<file path="src/rtl/song_select_ctrl_if.sv">
// -----------------------------------------------------------------------------
// song_select_ctrl_if
//   Bundles the front-panel inputs and the player-facing outputs of
//   song_select_ctrl.
//
//   Signals:
//     button   [2:0]        raw buttons: [0] previous, [1] pause/play, [2] next
//     mode     [NUM_MODES]  mode-switch vector from the mode selector
//     song_num [SONG_W]     selected song index
//     state    [1:0]        00 STOPPED, 01 PLAYING, 10 PAUSED
//     pause                 high while PAUSED
//     restart               one-cycle pulse: player reloads song_num from note 0
//
//   Modports:
//     master  board / stimulus side (drives button and mode)
//     slave   the controller itself
// -----------------------------------------------------------------------------
interface song_select_ctrl_if #(
  parameter int SONG_W    = 2,
  parameter int NUM_MODES = 3
);
  logic [2:0]           button;
  logic [NUM_MODES-1:0] mode;
  logic [SONG_W-1:0]    song_num;
  logic [1:0]           state;
  logic                 pause;
  logic                 restart;

  modport master (
    output button, mode,
    input  song_num, state, pause, restart
  );

  modport slave (
    input  button, mode,
    output song_num, state, pause, restart
  );
endinterface

</file>
<file path="src/rtl/song_select_ctrl.sv">
// -----------------------------------------------------------------------------
// song_select_ctrl
//   Playback controller for the piano core. Debounces the previous / pause /
//   next buttons, selects one of NUM_SONGS songs with wrap-around, runs a
//   STOPPED / PLAYING / PAUSED state machine and pulses restart whenever the
//   player has to start the selected song from note 0. A change on the mode
//   switches stops playback and returns to song 0.
//
//   Ports:
//     clk   system clock, everything on posedge
//     rst   asynchronous, active-high reset
//     bus   song_select_ctrl_if.slave (button, mode in; song_num, state,
//           pause, restart out -- all outputs registered)
//
//   Optional feature:
//     SONG_SELECT_AUTO_REPEAT_EN  when defined, holding previous or next keeps
//     stepping the song every REPEAT_CYCLES after the initial press. When
//     undefined no repeat logic is built and a held button steps once.
// -----------------------------------------------------------------------------
module song_select_ctrl #(
  parameter int NUM_SONGS       = 3,
  parameter int SONG_W          = 2,
  parameter int NUM_MODES       = 3,
  parameter int DEBOUNCE_CYCLES = 200000,
  parameter int REPEAT_CYCLES   = 25000000
) (
  input  logic                clk,
  input  logic                rst,
  song_select_ctrl_if.slave   bus
);

  typedef enum logic [1:0] {
    ST_STOPPED = 2'b00,
    ST_PLAYING = 2'b01,
    ST_PAUSED  = 2'b10
  } state_t;

  localparam int DCNT_W = $clog2(DEBOUNCE_CYCLES + 1);
  localparam logic [DCNT_W-1:0] DCNT_LAST = DCNT_W'(DEBOUNCE_CYCLES - 1);
  localparam int IDX_W = SONG_W + 1;

  // ---------------------------------------------------------------------------
  // Button synchroniser, debouncer and rising-edge event
  // ---------------------------------------------------------------------------
  logic [2:0]        sync1, sync2;
  logic [2:0]        deb;       // debounced levels
  logic [2:0]        deb_d;     // debounced levels, one cycle late
  logic [2:0]        ev;        // registered one-cycle events
  logic [2:0]        rpt_fire;  // auto-repeat requests (0 unless enabled)
  logic [DCNT_W-1:0] cnt [3];
  logic [1:0]        init_cnt;
  logic              init_done;

  // For three cycles after reset the debounced levels simply follow the
  // synchroniser (which needs two cycles to fill). A button held through
  // reset therefore becomes the resting level without producing an event.
  assign init_done = (init_cnt == 2'd3);

  // NOTE: sequential state uses non-blocking assignments only, so every
  // register samples pre-edge values regardless of statement order.
  always_ff @(posedge clk or posedge rst) begin
    if (rst) begin
      sync1    <= '0;
      sync2    <= '0;
      deb      <= '0;
      deb_d    <= '0;
      ev       <= '0;
      init_cnt <= '0;
      for (int k = 0; k < 3; k++) cnt[k] <= '0;
    end else begin
      sync1 <= bus.button;
      sync2 <= sync1;
      deb_d <= deb;
      if (!init_done) begin
        init_cnt <= init_cnt + 2'd1;
        deb      <= sync2;
        deb_d    <= sync2;
        ev       <= '0;
        for (int k = 0; k < 3; k++) cnt[k] <= '0;
      end else begin
        for (int k = 0; k < 3; k++) begin
          if (sync2[k] != deb[k]) begin
            if (cnt[k] == DCNT_LAST) begin
              deb[k] <= sync2[k];
              cnt[k] <= '0;
            end else begin
              cnt[k] <= cnt[k] + 1'b1;
            end
          end else begin
            cnt[k] <= '0;
          end
        end
        ev <= (deb & ~deb_d) | rpt_fire;
      end
    end
  end

  // ---------------------------------------------------------------------------
  // Optional auto-repeat for previous [0] and next [2]
  // ---------------------------------------------------------------------------
`ifdef SONG_SELECT_AUTO_REPEAT_EN
  localparam int RCNT_W = $clog2(REPEAT_CYCLES + 1);
  localparam logic [RCNT_W-1:0] RCNT_LAST = RCNT_W'(REPEAT_CYCLES - 1);

  logic [RCNT_W-1:0] rpt_cnt_prev, rpt_cnt_next;
  logic              both_held, rise_prev, rise_next;
  logic              run_prev, run_next;

  assign both_held = deb[0] & deb[2];
  assign rise_prev = deb[0] & ~deb_d[0];
  assign rise_next = deb[2] & ~deb_d[2];
  // The counter restarts on the press itself so the first repeat lands
  // REPEAT_CYCLES after the initial event; holding both buttons parks it.
  assign run_prev  = init_done & deb[0] & ~both_held & ~rise_prev;
  assign run_next  = init_done & deb[2] & ~both_held & ~rise_next;

  always_ff @(posedge clk or posedge rst) begin
    if (rst) begin
      rpt_cnt_prev <= '0;
      rpt_cnt_next <= '0;
    end else begin
      if (!run_prev || rpt_cnt_prev == RCNT_LAST) rpt_cnt_prev <= '0;
      else                                        rpt_cnt_prev <= rpt_cnt_prev + 1'b1;
      if (!run_next || rpt_cnt_next == RCNT_LAST) rpt_cnt_next <= '0;
      else                                        rpt_cnt_next <= rpt_cnt_next + 1'b1;
    end
  end

  always_comb begin
    rpt_fire    = '0;
    rpt_fire[0] = run_prev && (rpt_cnt_prev == RCNT_LAST);
    rpt_fire[2] = run_next && (rpt_cnt_next == RCNT_LAST);
  end
`else
  logic unused_repeat_cfg;
  assign unused_repeat_cfg = ^REPEAT_CYCLES;
  assign rpt_fire          = '0;
`endif

  // ---------------------------------------------------------------------------
  // Mode-change detection
  // ---------------------------------------------------------------------------
  logic [NUM_MODES-1:0] mode_q;
  logic                 mode_chg;

  assign mode_chg = (mode_q != bus.mode);

  always_ff @(posedge clk or posedge rst) begin
    if (rst) mode_q <= '0;
    else     mode_q <= bus.mode;
  end

  // ---------------------------------------------------------------------------
  // Song index arithmetic (one spare bit so NUM_SONGS = 2^SONG_W is safe)
  // ---------------------------------------------------------------------------
  logic [SONG_W-1:0] song_q, song_inc, song_dec;
  logic [IDX_W-1:0]  idx_wide, idx_plus;

  always_comb begin
    idx_wide = {1'b0, song_q};
    idx_plus = idx_wide + 1'b1;
    song_inc = (idx_plus == IDX_W'(NUM_SONGS)) ? '0 : SONG_W'(idx_plus);
    song_dec = (idx_wide == '0) ? SONG_W'(IDX_W'(NUM_SONGS - 1))
                                : SONG_W'(idx_wide - 1'b1);
  end

  // ---------------------------------------------------------------------------
  // Playback FSM with registered outputs
  // ---------------------------------------------------------------------------
  state_t            state_q, state_n;
  logic [SONG_W-1:0] song_n;
  logic              restart_q, restart_n;
  logic              pause_q;
  logic              ev_prev, ev_pause, ev_next;

  assign ev_prev  = ev[0];
  assign ev_pause = ev[1];
  assign ev_next  = ev[2];

  // NOTE: every output of this block gets a default before any branch, so
  // no path leaves a signal unassigned and no latch is inferred.
  always_comb begin
    state_n   = state_q;
    song_n    = song_q;
    restart_n = 1'b0;
    if (mode_chg) begin
      state_n = ST_STOPPED;
      song_n  = '0;
    end else if (ev_prev ^ ev_next) begin
      song_n    = ev_next ? song_inc : song_dec;
      state_n   = ST_PLAYING;
      restart_n = 1'b1;
    end else if (ev_pause) begin
      unique case (state_q)
        ST_STOPPED: begin
          state_n   = ST_PLAYING;
          restart_n = 1'b1;
        end
        ST_PLAYING: state_n = ST_PAUSED;
        ST_PAUSED:  state_n = ST_PLAYING;  // resume where the player left off
        default:    state_n = ST_STOPPED;
      endcase
    end
  end

  always_ff @(posedge clk or posedge rst) begin
    if (rst) begin
      state_q   <= ST_STOPPED;
      song_q    <= '0;
      restart_q <= 1'b0;
      pause_q   <= 1'b0;
    end else begin
      state_q   <= state_n;
      song_q    <= song_n;
      restart_q <= restart_n;
      pause_q   <= (state_n == ST_PAUSED);
    end
  end

  assign bus.song_num = song_q;
  assign bus.state    = state_q;
  assign bus.pause    = pause_q;
  assign bus.restart  = restart_q;

endmodule

</file>
<file path="src/flat_wrapper.sv">
// flat-port wrapper written by rule: the top's interface ports become plain ports
module song_select_ctrl_flat 
#(
  parameter int NUM_SONGS       = 3,
  parameter int SONG_W          = 2,
  parameter int NUM_MODES       = 3,
  parameter int DEBOUNCE_CYCLES = 200000,
  parameter int REPEAT_CYCLES   = 25000000
)
  (clk, rst, bus_button, bus_mode, bus_song_num, bus_state, bus_pause, bus_restart);
  song_select_ctrl_if #(.SONG_W(SONG_W), .NUM_MODES(NUM_MODES)) bus_i ();
  input  logic clk;
  input  logic rst;
  input wire logic [$bits(bus_i.button)-1:0] bus_button;
  input wire logic [$bits(bus_i.mode)-1:0] bus_mode;
  output wire logic [$bits(bus_i.song_num)-1:0] bus_song_num;
  output wire logic [$bits(bus_i.state)-1:0] bus_state;
  output wire logic [$bits(bus_i.pause)-1:0] bus_pause;
  output wire logic [$bits(bus_i.restart)-1:0] bus_restart;
  assign bus_i.button = bus_button;
  assign bus_i.mode = bus_mode;
  assign bus_song_num = bus_i.song_num;
  assign bus_state = bus_i.state;
  assign bus_pause = bus_i.pause;
  assign bus_restart = bus_i.restart;
  song_select_ctrl #(.NUM_SONGS(NUM_SONGS), .SONG_W(SONG_W), .NUM_MODES(NUM_MODES), .DEBOUNCE_CYCLES(DEBOUNCE_CYCLES), .REPEAT_CYCLES(REPEAT_CYCLES)) u_core (.clk(clk), .rst(rst), .bus(bus_i));
endmodule
</file>
<file path="config.mk">
export PLATFORM = sky130hd
export DESIGN_NAME = song_select_ctrl_flat
export DESIGN_NICKNAME = d
export VERILOG_FILES = /design/src/rtl/song_select_ctrl_if.sv /design/src/rtl/song_select_ctrl.sv /design/src/flat_wrapper.sv
export SDC_FILE = /design/constraint.sdc
export NUM_CORES = 1
export LEC_CHECK = 0
export ABC_AREA = 1
export ABC_CLOCK_PERIOD_IN_PS = 3470
export CAP_MARGIN = 25
export CORE_ASPECT_RATIO = 0.75
export CORE_MARGIN = 3
export CORE_UTILIZATION = 61
export DETAILED_ROUTE_END_ITERATION = 16
export PLACE_DENSITY = 0.79
export SETUP_SLACK_MARGIN = 0.15
export SLEW_MARGIN = 20
export SYNTH_ARGS = -nofsm -noshare
export SYNTH_HDL_FRONTEND = slang
export SYNTH_SLANG_ARGS = --single-unit
</file>
<file path="constraint.sdc">
create_clock -name clk -period 3.47 [get_ports clk]
set_input_delay 0.694 -clock clk [delete_from_list [all_inputs] [get_ports clk]]
set_output_delay 0.694 -clock clk [all_outputs]
set_load 0.1 [all_outputs]
</file>
Word level (Yosys, flattened, before mapping):

Index checks and enable logic that the tools add are counted.

* $add $sub $neg: 6
* equal/unequal tests: 18
* mux-type cells: 29
* bitwise operators: 3
* reductions and logical operators: 7

Operators with widths (number)
* 18-bit 2-to-1 mux: 6
* 18-bit by 1-bit adder with 18-bit output (second input constant): 3
* 18-bit == test (second input constant): 3
* 54-bit 2-to-1 mux: 1
* 2-bit 2-to-1 mux: 8
* 2-bit inequality test (second input constant): 6
* 1-bit 2-to-1 mux: 10
* 3-bit 2-to-1 mux: 3
* 2-bit == test (second input constant): 3
* 2-bit AND reduction: 3
* 2-bit zero test: 2
* 2-bit one-hot mux with 2 select lines: 1
* 2-bit by 1-bit adder with 3-bit output (second input constant): 1
* 3-bit bitwise AND: 1
* 3-bit by 2-bit == test with 1-bit output (second input constant): 1
* 1-bit inequality test: 3
* 3-bit inequality test: 1
* 3-bit NOT: 1
* 2-bit by 1-bit adder with 2-bit output (second input constant): 1
* 2-bit by 1-bit == test with 1-bit output (second input constant): 1
* 2-bit nonzero test: 1
* 2-bit OR reduction: 1
* 2-bit by 1-bit subtractor with 2-bit output (second input constant): 1
* 1-bit bitwise XOR: 1

* register bits: 80
* output and inout bits: 6
* logic and storage cells: 79

Longest topological paths before layout:

* depth after elaboration: 7
* mapped depth: 8
* mapped depth without buffers: 8

Worst setup path after synthesis:

Ideal clock, no wire load.

* kind: reg2reg
* start point: register u_core.song_q[0], in the netlist u_core.bus.song_num[0]
* end point: register u_core.song_q[1], in the netlist u_core.bus.song_num[1]
* library setup time: 0.079 ns
* data arrival time: 1.649 ns
* data required time: 3.391 ns
* slack: 1.742 ns
* cell stages (with the launch flop): 6
* clock period less this slack: 1.728 ns
* cells stage by stage: dfrtp_1 > inv_1 > ha_1 > nand2_1 > o211ai_1 > a21oi_1

* longest elaborated chain between the ends: 6

RTL lines
* start, declared: RTL line song_select_ctrl.sv:156 `logic [SONG_W-1:0] song_q, song_inc, song_dec;`
* start signal, assigned: RTL line song_select_ctrl.sv:214 `song_q <= song_n;`
* 2-bit by 1-bit adder with 3-bit output: RTL line song_select_ctrl.sv:161 `idx_plus = idx_wide + 1'b1;`
* 3-bit by 2-bit == test with 1-bit output: RTL line song_select_ctrl.sv:162 `song_inc = (idx_plus == IDX_W'(NUM_SONGS)) ? '0 : SONG_W'(idx_plus);`
* 2-bit 2-to-1 mux: RTL line song_select_ctrl.sv:162
* 2-bit 2-to-1 mux *: RTL line song_select_ctrl.sv:190 `song_n = ev_next ? song_inc : song_dec;`
* 2-bit 2-to-1 mux *: RTL line song_select_ctrl.sv:189 `end else if (ev_prev ^ ev_next) begin`
* 2-bit 2-to-1 mux *: RTL line song_select_ctrl.sv:186 `if (mode_chg) begin`

Every way passes the cells marked *; elsewhere a longest branch is shown, timed or not. The select of a mux whose other input is x is not followed.
A chain may end at the register's enable or synchronous reset.

Worst setup path in the final report:

* start point: register u_core.song_q[1], in the netlist u_core.bus.song_num[1]
* end point: output port bus_song_num[1]

RTL lines
* end, declared: RTL line flat_wrapper.sv:16 `output wire logic [$bits(bus_i.song_num)-1:0] bus_song_num;`

No word-level cell between the ends.

==> run_results.csv <==
group,metric,value,unit
die,io-pin-count,14,
synthesis,asyncSetResetFlopFracSynth,100.0,%
routing,vias_per_cell,5.141,
setup_path,crit_path_start_kind,"register",
global_routing,use_met2,31.61,%
setup_path,slowest_stage,"clkdlybuf4s50_1",
synthesis,synth_area_per_cell,8.183,um2
clock_tree,cts-resized-gates,0,
setup_path,terminus_of_the_critical_flop_to_flop_path,"u_core.cnt[47]",
timing,worst_slew_pin_slew,0.9618,ns
routing,antenna_left,0,
cells_and_area,finish.utilization,70.50,%
die,fp.dieW,100.6,um
die,starting_utilization_of_the_core_area,63.80,%
global_routing,grt.met1_usage,30.02,%
cells_and_area,multiInputGateArea,0.001864,mm2
setup_path,max_stage_delay,1.15,ns
setup_path,arrival,1.91,ns
timing,hold_viol_final,0,
routing,drt_iter0_markers,119,
clock_tree,cts_num_sinks,80,
synthesis,synthCells,500,
die,die_height,76.93,um
min_path,min-delay-path-class,"register to register",
cells_and_area,finish.net_count,537,
routing,route.vias.total,3126,
cells_and_area,synthToLayoutAreaGrowth,10.49,%
timing,layout_worst_path_cycle_share,74.98,%
power,ir_drop,0.0002420,V
min_path,hold-path-cell-count,0,
cells_and_area,antennaDiodeCount,0,
routing,drt_wl_total,7357,um
global_routing,grt_start_max_net_pins,58,
synthesis,seq_area_frac_synth,48.93,%
die,rows,25,
timing,rsz0062_at_grt,"no",
clock_tree,worst_skew_pair.late_latency,0.36,ns
synthesis,postSynth.topFlopCell,"dfrtp_1",
timing,worst_clock_skew,0.01715,ns
timing,hold_ws,0.3546,ns
clock_tree,cts_inserted_buffers,9,
synthesis,postSynthNetCount,515,
placement,port-buffer-count,13,
setup_path,critical_path.top_delay_family,"buffers and inverters",
timing,minimum_clock_period,2.602,ns
cells_and_area,drive_above_1_share,8.539,%
global_routing,gr-usage-all-layers,21.10,%
synthesis,synth.most_common_cell,"nand2_1",
setup_path,ordered_list_of_cells_on_the_worst_path,"clkdlybuf4s50_1",
global_routing,first_global_vias,2908,
synthesis,synth.cells.most_frequent,"nand2_1 (136), nor2_1 (110), dfrtp_1 (80), inv_1 (45), nand3_1 (22)",
die,floorplan.die_area,0.007736,mm2
outcome,run_status,"finished clean",
routing,drc_errors,0,
setup_path,end_kind,"output port",
routing,post_drt_wl_per_cell,12.10,um
global_routing,busiest_layer,"met2",
synthesis,synth.largest_area_cell,"dfrtp_1",
placement,dp_hpwl,5251,um
synthesis,ys_warn_count,0,
setup_path,critPathRequiredTime,2.78,ns
global_routing,global_route_wire_length_before_repair,12940,um
global_routing,global_route.overflow_total,0,
power,power_density,409.1,mW/mm2
synthesis,synth_top_area_cells,"dfrtp_1 (49%), nand2_1 (12%), nor2_1 (10%)",
setup_path,path_buf_inv,1,
global_routing,antenna_found_initial,0,
timing,fmax,0.3843,GHz
clock_tree,htree_num_levels,3,
setup_path,ff2ff_path_depth,3,
min_path,timing.hold.worst.start,"u_core.sync1[0]",
synthesis,ys_seq_elements,80,
clock_tree,max-clock-path-buffers,2,
timing,final_slew_viol_count,0,
cells_and_area,seqCellArea,0.002002,mm2
timing,setup_tns,0,ns
min_path,worst_hold_path.endpoint,"u_core.sync2[0]",
die,core_area,0.006412,mm2
clock_tree,clk_pin_slew_worst_paths,0.09,ns
run,max_cap_violations,0,
setup_path,worst_setup_path_type,"register to output port",
synthesis,yosysUniqueCellTypes,25,
timing,setup_viol_count_final,0,
timing,slew_headroom,35.68,%
placement,globalplace.congestion,0.8653,
clock_tree,holdBufCountCts,0,
setup_path,reg2reg_setup_slack,1.83,ns
global_routing,met3_usage,5.182,%
clock_tree,postCtsSetupRepairBufs,0,
clock_tree,clk_root_buffer_cell,"clkbuf_8",
power,static_leak,1.997,nW
setup_path,cp_max_fo,4,
synthesis,synth-edff-count,0,
cells_and_area,nFillCells,466,
synthesis,post_synth_instance_area,0.004091,mm2
setup_path,critical_path.reg2reg.startpoint,"u_core.init_cnt[0]",
synthesis,synth_top_area_share,48.93,%
clock_tree,cts_tree,"yes",
routing,dr.pass1.iters,4,
## sequential cells by signal, indices dropped and copies added (netlist names)
name and flops:
u_core.cnt 54, u_core.deb 3, u_core.deb_d 3, u_core.ev 3, u_core.mode_q 3, u_core.sync1 3, u_core.sync2 3, u_core.bus.song_num 2
u_core.bus.state 2, u_core.init_cnt 2, u_core.bus.pause 1, u_core.bus.restart 1
## routing by layer
layer / vias to the layer above / share of wire (%)
met1: 1459 / 50
met3: 9 / 4.8
li1: 1598 / -
met4: 0 / 1.1
met5: - / 0
met2: 60 / 44
## cell families (layout without fill, tap and decap cells)
logic type / after synthesis / count (layout) / synth area share [%]
and+or+nand+nor: 307 / 307 / 32.84
DFF: 80 / 80 / 48.93
buffers and inverters: 51 / 78 / 5.504
xor gates and xnor gates: 34 / 34 / 7.278
AOI/OAI and AO/OA: 21 / 21 / 3.303
adders and majority gates: 7 / 7 / 2.141
## area by class of cell
cell class / count / area share (%)
Inverter: 46 / 3.847
Clock inverter: 5 / 1.384
Sequential cell: 80 / 44.28
Multi-Input combinational cell: 369 / 41.24
Clock buffer: 11 / 3.349
Tap cell: 81 / 2.242
Timing Repair Buffer: 16 / 3.653
## where the power goes
group | switching, mW | leakage, nW | internal (mW)
clock network | 0.348 | 0.102 | 0.375
logic | 0.0932 | 0.834 | 0.0480
registers | 0.0231 | 1.06 | 0.961
total | 0.465 | 2.00 | 1.38
## cell usage in the layout (no fill, tap or decap), types with 11 or more instances in the layout
master,count
xnor2_1,13
clkdlybuf4s50_1,13
nor2_1,110
dfrtp_1,80
o21bai_1,11
xor2_1,21
nor2_2,12
nand2_1,136
nand3_1,22
clkbuf_8,11
inv_1,44
## stage by stage
stage / setup WS (ns) / cell area, um2 / std cells / power [mW]
final: 0.8681 / 4521 / 608 / 1.849
after floorplan: 0.7243 / 4091 / 500 / 1.112
after detailed placement: 1.260 / 4287 / 591 / 1.144
after global placement: 1.277 / 4287 / 591 / 1.138
after CTS: 0.8467 / 4501 / 607 / 1.870
after global routing: 0.8079 / 4521 / 608 / 1.929
## worst max-delay path by stage
| stage | cells after the start | startpoint | end | slack [ns] |
|---|---|---|---|---|
| floorplan | 1 | rst | u_core.bus.pause | 0.72 |
| global placement | 1 | u_core.bus.song_num[0] | bus_song_num[0] | 1.28 |
| detailed placement | 1 | u_core.bus.song_num[1] | bus_song_num[1] | 1.26 |
| CTS | 1 | u_core.bus.song_num[1] | bus_song_num[1] | 0.85 |
| global route | 1 | u_core.bus.song_num[0] | bus_song_num[0] | 0.81 |
| finish | 1 | u_core.bus.song_num[1] | bus_song_num[1] | 0.87 |
Note: power is estimated with default switching activity, not from simulation.
==> patch, RTL diff (same settings) <==
`NUM_MODES` is set to 3 in 3 places; all go to 6.
--- a/src/rtl/song_select_ctrl_if.sv
+++ b/src/rtl/song_select_ctrl_if.sv
@@ -18,5 +18,5 @@
 interface song_select_ctrl_if #(
   parameter int SONG_W    = 2,
-  parameter int NUM_MODES = 3
+  parameter int NUM_MODES = 6
 );
   logic [2:0]           button;
--- a/src/rtl/song_select_ctrl.sv
+++ b/src/rtl/song_select_ctrl.sv
@@ -21,5 +21,5 @@
   parameter int NUM_SONGS       = 3,
   parameter int SONG_W          = 2,
-  parameter int NUM_MODES       = 3,
+  parameter int NUM_MODES       = 6,
   parameter int DEBOUNCE_CYCLES = 200000,
   parameter int REPEAT_CYCLES   = 25000000
--- a/src/flat_wrapper.sv
+++ b/src/flat_wrapper.sv
@@ -4,5 +4,5 @@
   parameter int NUM_SONGS       = 3,
   parameter int SONG_W          = 2,
-  parameter int NUM_MODES       = 3,
+  parameter int NUM_MODES       = 6,
   parameter int DEBOUNCE_CYCLES = 200000,
   parameter int REPEAT_CYCLES   = 25000000
Interface: changed (resized bus_mode); port bits go from 14 to 17. The function was not compared with the original's and may differ.
==> patch against the unedited design <==
First-iteration DRC count grew 71%. Power barely moved. Setup slack got worse by 0.0013 ns. Largest cell class unchanged. Sequential cell count increased by 3. Area after synthesis rose by 3.0%. Combinational power shrank 15%. Routed wire length down 0.53%. Final area up 2.9%. Maximum frequency about the same. Critical path type unchanged. Global-route usage down 0.21 points.
==> patch: results (changes against the unedited design) <==
- The total routing usage reported by global routing came to 20.9% (-0.21 points).
- The via count of the first global-routing pass is 3073 (+5.7%).
- The setup fix buffers added after clock tree synthesis is 0 (unchanged).
- The routed length per instance came to 11.6 um (-4.3%).
- After synthesis, the cell types taking the most area are sky130_fd_sc_hd__dfrtp_1 (49%), sky130_fd_sc_hd__nand2_1 (13%), sky130_fd_sc_hd__nor2_1 (11%), sky130_fd_sc_hd__inv_1 (4.5%), sky130_fd_sc_hd__xor2_1 (4.2%).
- The number of H-tree levels came to 3 (unchanged).
- The worst clock skew is 0.0133 ns (-0.00385 ns).
- The average footprint of a synthesized cell is 8.07 um2 (-1.4%).
- The number of clock buffers inserted by TritonCTS is 9 (unchanged).
- The number of antenna violations at the first check in global routing is 0 (unchanged).
- Counting instances in the post-synthesis netlist gives the leading cell types as sky130_fd_sc_hd__nand2_1 (146), sky130_fd_sc_hd__nor2_1 (121), sky130_fd_sc_hd__dfrtp_1 (83).
- The arrival time of data at the critical path endpoint is 1.91 ns (about the same).
- The largest voltage drop on the vdd net is 0.000287 V (+19%).
- The TritonCTS clock tree is built.
- The post-cts gate resize count is 0 (unchanged).
- The first-pass GRT wire length was 13200 um (+2.3%).
- The normalized max-slew margin is 35.6% (-0.042 points).
- The share of synthesized area occupied by flip-flops and latches was 49.3% (+0.37 points).
- The average via count per standard cell is 5.09 (-1.0%).
- The violation count after the first detailed-routing iteration is 204 (+71%).
- The final weighted congestion in routability-driven placement is 0.946 (+9.3%).
- The cell count after placement came to 616 (+4.2%).
- The slowest stage of the critical path belongs to the cell sky130_fd_sc_hd__clkdlybuf4s50_1.
- The async set-reset flop share out of synthesis is 100% (unchanged).
- The largest registers in the layout are u_core.cnt: 54 flops, u_core.mode_q: 6 flops.
- In this run the worst hold path is classified as reg2reg.
- The total leakage power is 2.12 nW (+6.1%).
- The run finished with clean final reports.
- The largest driver fanout on the critical path was 4 (unchanged).
- The count of yosys warnings during synthesis was 0 (unchanged).
- The number of antenna repair diodes is 0 (unchanged).
- Among all flip-flop cells after synthesis, the most frequent one is sky130_fd_sc_hd__dfrtp_1.
- The detailed-router iteration count before antenna repair is 4 (unchanged).
- The share of cells above drive strength 1 came to 6.53% (-2.0 points).
- The count of fill cells added during filler insertion was 528 (+13%).
- The number of distinct library cell variants in the gate-level netlist after synthesis was 22 (-12%).
- The number of nets in the finished design is 564 (+5.0%).
- The clock slew seen by the registers of the worst setup and hold paths is 0.09 ns (about the same).
- The family with the most delay on the worst path is buffers and inverters.
- The number of nets in the synthesized netlist is 540 (+4.9%).
- The number of port buffers is 16 (+3).
- The pre-CTS setup slack was 1.26 ns (-0.00488 ns).
- The tree is rooted in a sky130_fd_sc_hd__clkbuf_8.
- The worst-case clock buffer depth is 2 (unchanged).
- The pin count of the biggest net entering global routing was 40 (-31%).
- The final non-filler cell total was 632 (+3.9%).
- The delay of the slowest cell on the worst path is 1.15 ns (about the same).
- The HPWL reported at the end of detailed placement came to 5290 um (+0.70%).
- The clock latency at the later pin of the worst-skew pair is 0.36 ns (about the same).
-- patch: cell types whose count changed in the layout (fill, tap and decap cells not counted), sizes merged, moves of 3 or more --
| cell | unedited run | this run |
|---|---|---|
| dfrtp | 80 | 83 |
| nand2 | 137 | 146 |
| or2 | 0 | 3 |
| inv | 45 | 53 |
| clkdlybuf4s50 | 13 | 16 |
-- patch: stage by stage --
stage / instance area, um2 / power, mW
2_1_floorplan: 4210 / 1.13
3_3_place_gp: 4440 / 1.16
3_5_place_dp: 4440 / 1.16
4_1_cts: 4650 / 1.87
5_1_grt: 4650 / 1.94
6_report: 4650 / 1.85
-- patch: power breakdown --
part,switching [mW],leakage (nW),internal (mW),total [mW]
Sequential,0.0234,1.10,0.996,1.02
Combinational,0.0739,0.919,0.0459,0.120
Clock,0.353,0.104,0.358,0.711
-- patch: metal layers --
layer	part of all wire (%)	track usage, %	up-vias
li1	-	-	1664
met1	51	29.5	1482
met2	44	31.8	64
met3	4.1	5.39	7
met4	0.90	6.29	0
met5	0	0	-
-- patch: path summary, 6_finish.rpt --
check / end / startpoint / slack [ns] / depth (start not counted)
max reg2reg: u_core.cnt[52] / u_core.init_cnt[0] / 1.91 / 3
min reg2reg: u_core.sync2[2] / u_core.sync1[2] / 0.35 / 0
min: u_core.sync2[2] / u_core.sync1[2] / 0.35 / 0
max: bus_song_num[0] / u_core.bus.song_num[0] / 0.87 / 1
max in group asynchronous: u_core.cnt[5] / rst / 2.00 / 3
min in group asynchronous: u_core.cnt[6] / rst / 0.73 / 2
-- patch: layout make-up --
class	count	area (um2)	area share (%)
clock inverters	6	68.8	1.48
well taps	81	101	2.18
repair buffers	18	175	3.77
multi-input cells	383	1900	40.8
inverters	51	193	4.14
flip-flops and latches	83	2080	44.7
clock buffers	10	138	2.96
-- patch: logic make-up after synthesis --
group	Yosys count	synth area share, %
AOI/OAI and AO/OA	24	3.68
xor gates and xnor gates	33	6.86
adders and majority gates	7	2.08
buffers and inverters	56	5.67
DFF	83	49.3
and+or+nand+nor	319	32.4
